**config.mk**
```make
export PLATFORM = sky130hd
export DESIGN_NAME = wash_panel_ctrl
export DESIGN_NICKNAME = d
export VERILOG_FILES = /design/src/rtl/wash_panel_ctrl.sv
export SDC_FILE = /design/constraint.sdc
export NUM_CORES = 1
export LEC_CHECK = 0
export ABC_AREA = 1
export BUFFER_PORTS_ARGS = -buffer_cell sky130_fd_sc_hd__buf_2
export CORE_MARGIN = 5
export CORE_UTILIZATION = 54
export DETAILED_ROUTE_END_ITERATION = 16
export GPL_ROUTABILITY_DRIVEN = 0
export PLACE_DENSITY = 0.82
export SLEW_MARGIN = 15
export SYNTH_ARGS = -nofsm -noshare
export SYNTH_HDL_FRONTEND = slang
export SYNTH_SLANG_ARGS = --single-unit
```
**constraint.sdc**
```tcl
create_clock -name clk -period 1.4 [get_ports clk]
set_input_delay 0.21 -clock clk [delete_from_list [all_inputs] [get_ports clk]]
set_output_delay 0.21 -clock clk [all_outputs]
set_load 0.02 [all_outputs]
```
**src/rtl/wash_panel_ctrl.sv**
```systemverilog
// Front-panel controller: synchronizes and debounces the panel inputs and sequences
// start/pause handshakes into the wash controller. Optional door interlock: PANEL_DOOR_INTERLOCK_EN.
module wash_panel_ctrl #(
  parameter int unsigned DEB_CYCLES = 4
) (
  input  logic clk,
  input  logic rst_n,
  input  logic btn_start_raw,
  input  logic btn_pause_raw,
  input  logic sw_double,
  input  logic sw_dry,
  input  logic door_closed,
  input  logic done,
  output logic start,
  output logic double_wash,
  output logic dry_wash,
  output logic time_pause,
  output logic busy,
  output logic err_door
);

  localparam int unsigned N_SYNC = 6;
  localparam int unsigned N_BTN  = 2;
  localparam int unsigned CNT_W  = 4;
  localparam logic [CNT_W-1:0] DEB_LIM = CNT_W'(DEB_CYCLES);
  localparam logic [CNT_W-1:0] CNT_ONE = CNT_W'(1);

`ifdef PANEL_DOOR_INTERLOCK_EN
  localparam bit DOOR_IL = 1'b1;
`else
  localparam bit DOOR_IL = 1'b0;
`endif

  typedef enum logic [1:0] {
    ST_READY = 2'd0,
    ST_START = 2'd1,
    ST_ACK   = 2'd2,
    ST_RUN   = 2'd3
  } state_t;

  // Bit order: 0 start btn, 1 pause btn, 2 double sw, 3 dry sw, 4 door, 5 done
  logic [N_SYNC-1:0] w_raw;
  logic [N_SYNC-1:0] r_sync1;
  logic [N_SYNC-1:0] r_sync2;

  assign w_raw = {done, door_closed, sw_dry, sw_double, btn_pause_raw, btn_start_raw};

  always_ff @(posedge clk or negedge rst_n) begin
    if (!rst_n) begin
      r_sync1 <= '0;
      r_sync2 <= '0;
    end else begin
      r_sync1 <= w_raw;
      r_sync2 <= r_sync1;
    end
  end

  // Debounce: level flips after DEB_CYCLES consecutive disagreeing samples
  logic [CNT_W-1:0] r_cnt [N_BTN];
  logic [N_BTN-1:0] r_lvl;
  logic [N_BTN-1:0] r_lvl_d;
  logic [N_BTN-1:0] w_press;

  always_ff @(posedge clk or negedge rst_n) begin
    if (!rst_n) begin
      for (int i = 0; i < int'(N_BTN); i++) r_cnt[i] <= '0;
      r_lvl   <= '0;
      r_lvl_d <= '0;
    end else begin
      r_lvl_d <= r_lvl;
      for (int i = 0; i < int'(N_BTN); i++) begin
        if (r_sync2[i] == r_lvl[i]) begin
          r_cnt[i] <= '0;
        end else if ((r_cnt[i] + CNT_ONE) == DEB_LIM) begin
          r_cnt[i] <= '0;
          r_lvl[i] <= ~r_lvl[i];
        end else begin
          r_cnt[i] <= r_cnt[i] + CNT_ONE;
        end
      end
    end
  end

  assign w_press = r_lvl & ~r_lvl_d;

  logic w_start_press;
  logic w_pause_press;
  logic w_double_s;
  logic w_dry_s;
  logic w_door_s;
  logic w_done_s;

  assign w_start_press = w_press[0];
  assign w_pause_press = w_press[1];
  assign w_double_s    = r_sync2[2];
  assign w_dry_s       = r_sync2[3];
  assign w_door_s      = r_sync2[4];
  assign w_done_s      = r_sync2[5];

  state_t r_state;
  logic   r_upause;
  logic   r_start;
  logic   r_double;
  logic   r_dry;
  logic   r_tpause;
  logic   r_busy;
  logic   r_err;

  state_t w_state_nxt;
  logic   w_upause_nxt;
  logic   w_double_nxt;
  logic   w_dry_nxt;
  logic   w_reject;
  logic   w_door_alarm;
  logic   w_start_nxt;
  logic   w_tpause_nxt;
  logic   w_busy_nxt;
  logic   w_err_nxt;

  always_ff @(posedge clk or negedge rst_n) begin
    if (!rst_n) begin
      r_state  <= ST_READY;
      r_upause <= 1'b0;
      r_start  <= 1'b0;
      r_double <= 1'b0;
      r_dry    <= 1'b0;
      r_tpause <= 1'b0;
      r_busy   <= 1'b0;
      r_err    <= 1'b0;
    end else begin
      r_state  <= w_state_nxt;
      r_upause <= w_upause_nxt;
      r_start  <= w_start_nxt;
      r_double <= w_double_nxt;
      r_dry    <= w_dry_nxt;
      r_tpause <= w_tpause_nxt;
      r_busy   <= w_busy_nxt;
      r_err    <= w_err_nxt;
    end
  end

  // Outputs are registered from the next-state values so they track the state exactly
  always_comb begin
    w_state_nxt  = r_state;
    w_upause_nxt = r_upause;
    w_double_nxt = r_double;
    w_dry_nxt    = r_dry;
    w_reject     = 1'b0;
    case (r_state)
      ST_READY: begin
        if (w_start_press) begin
          if (DOOR_IL && !w_door_s) begin
            w_reject = 1'b1;
          end else if (w_done_s) begin
            w_state_nxt  = ST_START;
            w_double_nxt = w_double_s;
            w_dry_nxt    = w_dry_s;
          end
        end
      end
      ST_START: w_state_nxt = ST_ACK;
      ST_ACK: begin
        if (!w_done_s) w_state_nxt = ST_RUN;
      end
      ST_RUN: begin
        if (w_done_s) begin
          w_state_nxt  = ST_READY;
          w_upause_nxt = 1'b0;
          w_double_nxt = 1'b0;
          w_dry_nxt    = 1'b0;
        end else if (w_pause_press) begin
          w_upause_nxt = ~r_upause;
        end
      end
      default: w_state_nxt = ST_READY;
    endcase
    w_door_alarm = DOOR_IL && !w_door_s &&
                   ((w_state_nxt == ST_ACK) || (w_state_nxt == ST_RUN));
    w_start_nxt  = (w_state_nxt == ST_START);
    w_busy_nxt   = (w_state_nxt != ST_READY);
    w_tpause_nxt = w_upause_nxt | w_door_alarm;
    w_err_nxt    = w_reject | w_door_alarm;
  end

  assign start       = r_start;
  assign double_wash = r_double;
  assign dry_wash    = r_dry;
  assign time_pause  = r_tpause;
  assign busy        = r_busy;
  assign err_door    = r_err;

endmodule

```
==> report_table.html <==
<table>
<tr><th>Metric</th><th>Value</th></tr>
<tr><th colspan="2">Power and ir drop</th></tr>
<tr><td>Ratio of total power to cell area</td><td>1680 mW/mm2</td></tr>
<tr><td>Peak VDD IR</td><td>0.00111 V</td></tr>
<tr><td>Leakage power figure</td><td>0.684 nW</td></tr>
<tr><td>Switching share of power</td><td>0.357</td></tr>
<tr><td>Part of the total power dissipated in the clock network</td><td>0.221</td></tr>
<tr><td>Share of power burned in combinational logic</td><td>0.249</td></tr>
<tr><td>Flop pwr share</td><td>0.530</td></tr>
<tr><td>Switching power total</td><td>0.791 mW</td></tr>
<tr><td>Power Internal</td><td>1.42 mW</td></tr>
<tr><th colspan="2">Worst setup path</th></tr>
<tr><td>Category of the most critical setup path</td><td>flop to flop</td></tr>
<tr><td>Required time at the endpoint of the critical path</td><td>1620 ps</td></tr>
<tr><td>Crit-path max cell delay</td><td>430 ps</td></tr>
<tr><td>Critical-path cell with the highest stage delay</td><td>sky130_fd_sc_hd__dfrtp_1</td></tr>
<tr><td>Top cell family by delay on the critical path</td><td>simple AND/OR/NAND/NOR gates</td></tr>
<tr><td>Cell-by-cell listing of the critical path</td><td>ha_1 -&gt; inv_1 -&gt; nor2_1 -&gt; nand3_1 -&gt; and2_1</td></tr>
<tr><td>Number of buffers and inverters on the critical path</td><td>1</td></tr>
<tr><td>Critical Path AT</td><td>1480 ps</td></tr>
<tr><td>Worst Setup End Kind</td><td>flop</td></tr>
<tr><td>CP startpoint kind</td><td>flop</td></tr>
<tr><td>Maximum fanout encountered on the critical timing path</td><td>5</td></tr>
<tr><th colspan="2">Placed design</th></tr>
<tr><td>Port buffer count</td><td>11</td></tr>
<tr><td>Hpwl dp</td><td>1290 um</td></tr>
<tr><th colspan="2">Yosys</th></tr>
<tr><td>Count of unique library cells instantiated by Yosys</td><td>18</td></tr>
<tr><td>Number of enable-type register cells in the synthesized netlist</td><td>0</td></tr>
<tr><td>Top post-synthesis cells by area</td><td>sky130_fd_sc_hd__dfrtp_1 65%, sky130_fd_sc_hd__nand2_1 8.0%, sky130_fd_sc_hd__nand3_1 6.2%</td></tr>
<tr><td>Yosys warns</td><td>0</td></tr>
<tr><td>Sequential area share after synthesis</td><td>0.647</td></tr>
<tr><td>Most frequent cells after synthesis</td><td>29 x sky130_fd_sc_hd__dfrtp_1, 24 x sky130_fd_sc_hd__nand2_1, 14 x sky130_fd_sc_hd__nand3_1</td></tr>
<tr><td>Cell area after synthesis</td><td>0.00112 mm2</td></tr>
<tr><td>Leading cell type by number of instances after synthesis</td><td>sky130_fd_sc_hd__dfrtp_1</td></tr>
<tr><td>Portion of synthesized cell area occupied by the leading cell type</td><td>0.647</td></tr>
<tr><td>Largest area contributor in the synthesized netlist</td><td>sky130_fd_sc_hd__dfrtp_1</td></tr>
<tr><td>Number of instances in the synthesized netlist</td><td>107</td></tr>
<tr><td>Per-instance average area after synthesis</td><td>10.5 um2</td></tr>
<tr><td>Fraction of registers with async set or reset after synthesis</td><td>1.00</td></tr>
<tr><td>Seq cells post-synth</td><td>29</td></tr>
<tr><td>Top FF cell, synth</td><td>sky130_fd_sc_hd__dfrtp_1</td></tr>
<tr><td>Net count of the mapped netlist</td><td>117</td></tr>
<tr><th colspan="2">Timing</th></tr>
<tr><td>Max Slew Vio Count</td><td>0</td></tr>
<tr><td>Remaining max-slew budget at the tightest pin</td><td>0.595</td></tr>
<tr><td>Period utilization</td><td>0.901</td></tr>
<tr><td>Fin Setup TNS</td><td>0 ps</td></tr>
<tr><td>RSZ-0062 raised after global routing</td><td>false</td></tr>
<tr><td>Highest Clock Rate</td><td>793 MHz</td></tr>
<tr><td>Largest clock skew in the final design</td><td>9.23 ps</td></tr>
<tr><td>Minimum period implied by the final worst setup slack</td><td>1260 ps</td></tr>
<tr><td>Final setup fails</td><td>0</td></tr>
<tr><td>Worst hold slack</td><td>357 ps</td></tr>
<tr><td>Worst Max-Slew Pin Slew</td><td>607 ps</td></tr>
<tr><td>Final hold violations</td><td>0</td></tr>
<tr><th colspan="2">Clocking</th></tr>
<tr><td>Number of buffers created by CTS</td><td>5</td></tr>
<tr><td>Maximum clock insertion buffer count</td><td>2</td></tr>
<tr><td>Clk pin slew, worst setup/hold paths</td><td>90 ps</td></tr>
<tr><td>Clock Sinks</td><td>29</td></tr>
<tr><td>Root buffer cell</td><td>sky130_fd_sc_hd__clkbuf_4</td></tr>
<tr><td>Clk_lat worst skew</td><td>330 ps</td></tr>
<tr><td>Clock tree from TritonCTS</td><td>done</td></tr>
<tr><td>Htree depth</td><td>2</td></tr>
<tr><th colspan="2">Detailed routing</th></tr>
<tr><td>Total number of vias</td><td>784</td></tr>
<tr><td>Detailed Route Iter0 Violations</td><td>7</td></tr>
<tr><td>Number of routed nets with antenna violations</td><td>0</td></tr>
<tr><td>Post-Route WL</td><td>2010 um</td></tr>
<tr><td>Mean number of vias per cell</td><td>4.96</td></tr>
<tr><td>Number of remaining DRC errors</td><td>0</td></tr>
<tr><td>DR WL/cell</td><td>12.7 um</td></tr>
<tr><td>TritonRoute pass-1 iters</td><td>5</td></tr>
<tr><th colspan="2">Floorplanning</th></tr>
<tr><td>Total core area</td><td>0.00196 mm2</td></tr>
<tr><td>Placement Rows</td><td>16</td></tr>
<tr><td>Starting density of the core</td><td>0.572</td></tr>
<tr><td>Die width</td><td>55.6 um</td></tr>
<tr><td>Die height</td><td>55.6 um</td></tr>
<tr><td>Top-level I/O count</td><td>14</td></tr>
<tr><td>Full die area</td><td>0.00309 mm2</td></tr>
<tr><th colspan="2">Layout</th></tr>
<tr><td>Nets</td><td>140</td></tr>
<tr><td>Fraction of layout cells with a size suffix above 1</td><td>0.183</td></tr>
<tr><td>Filler cells</td><td>168</td></tr>
<tr><td>Synthesis-to-finish area growth</td><td>17.5%</td></tr>
<tr><td>Count of inserted antenna diode cells</td><td>0</td></tr>
<tr><th colspan="2">Global routing</th></tr>
<tr><td>Total global-route track usage</td><td>0.147</td></tr>
<tr><td>Total overflow reported by the global router</td><td>0</td></tr>
<tr><td>Pin count of the biggest net entering global routing</td><td>30</td></tr>
<tr><td>Via count of the first global-routing pass</td><td>834</td></tr>
<tr><td>Global-route wire length before repair</td><td>3360 um</td></tr>
<tr><td>Antenna violations before repair</td><td>0</td></tr>
<tr><th colspan="2">Min path</th></tr>
<tr><td>Class of the tightest hold or removal check</td><td>flop to flop</td></tr>
<tr><th colspan="2">Run status</th></tr>
<tr><td>Run status</td><td>complete, no violations</td></tr>
<tr><th colspan="2">Flow run</th></tr>
<tr><td># Max-Cap Violations</td><td>0</td></tr>
</table>
## path summary, 6_finish.rpt
path	cells after the start	slack, ps	endpoint	startpoint
setup / recovery	5	140	r_cnt[0]	r_cnt[0]
hold / removal	0	360	r_sync2[0]	r_sync1[0]
setup reg to reg	5	140	r_cnt[0]	r_cnt[0]
hold reg to reg	0	360	r_sync2[0]	r_sync1[0]
max in group asynchronous	2	580	r_cnt[0]	rst_n
min in group asynchronous	2	410	r_cnt[7]	rst_n
## registers in the layout (all words and copies together) (netlist names), 2 cells and up
| signal | cells |
|---|---|
| r_cnt | 8 |
| r_sync1 | 5 |
| r_sync2 | 5 |
| r_lvl | 2 |
| r_lvl_d | 2 |
| r_state | 2 |
## worst register-to-register path, delay by kind of cell, from the launching register on
kind          cells  cell delay (ps)
simple gates      3              500
flops             1              430
fa+ha+maj         1              180
buf+inv           1               50
## metrics by stage
| stage | power [mW] | cells | area, um2 | utilization | setup slack (ps) |
|---|---|---|---|---|---|
| 2_1_floorplan | 1.56 | 107 | 1120 | - | 351 |
| 3_3_place_gp | 1.67 | 144 | 1200 | 0.614 | 267 |
| 3_5_place_dp | 1.72 | 144 | 1200 | 0.614 | 203 |
| 4_1_cts | 2.23 | 158 | 1320 | 0.672 | 179 |
| 5_1_grt | 2.36 | 158 | 1320 | 0.672 | 47.3 |
| 6_report | 2.21 | 158 | 1320 | 0.672 | 139 |
## power by group through the flow
stage          Combinational, mW  Clock [mW]  Sequential, mW
2_1_floorplan              0.339           0            1.22
3_3_place_gp               0.503           0            1.17
3_5_place_dp               0.529           0            1.19
4_1_cts                    0.552       0.504            1.17
5_1_grt                    0.617       0.543            1.20
6_report                   0.550       0.489            1.17
## layout by cell type, fill, tap and decap left out, types with 4 or more instances in the layout
cell type | synthesis | final
sky130_fd_sc_hd__dfrtp_1 | 29 | 29
sky130_fd_sc_hd__nand2_1 | 24 | 24
sky130_fd_sc_hd__nand3_1 | 14 | 14
sky130_fd_sc_hd__nor2_1 | 11 | 11
sky130_fd_sc_hd__buf_2 | 0 | 11
sky130_fd_sc_hd__inv_1 | 9 | 9
sky130_fd_sc_hd__dlygate4sd3_1 | 0 | 6
sky130_fd_sc_hd__clkbuf_4 | 0 | 5
sky130_fd_sc_hd__nand4_1 | 4 | 4
## final cells by class
class | count | area, um2 | area share
Clock buffer | 5 | 37.5 | 0.0285
Clock inverter | 3 | 17.5 | 0.0133
Inverter | 11 | 46.3 | 0.0351
Multi-Input combinational cell | 66 | 343 | 0.260
Sequential cell | 29 | 726 | 0.550
Tap cell | 27 | 33.8 | 0.0256
Timing Repair Buffer | 17 | 115 | 0.0873
## timing repair
item	CTS	global route
buffers inserted	0	0
hold buffers	6	0
gates resized for setup	0	0
endpoints found under the hold margin	34	0
## kinds of logic after synthesis
kind of cell / after synthesis / share of synthesized area
AOI/OAI and AO/OA: 1 / 0.00446
xor gates and xnor gates: 4 / 0.0312
adders and majority gates: 2 / 0.0223
buffers and inverters: 12 / 0.0479
DFF: 29 / 0.647
other: 1 / 0.00334
and+or+nand+nor: 58 / 0.244
## layer usage
layer,up-vias,share of wire,track usage
met5,-,0,0
met4,0,0.034,0.104
met3,11,0.066,0.0766
met2,23,0.54,0.257
met1,367,0.36,0.124
li1,383,-,-
Power figures use the tool's default switching activity.
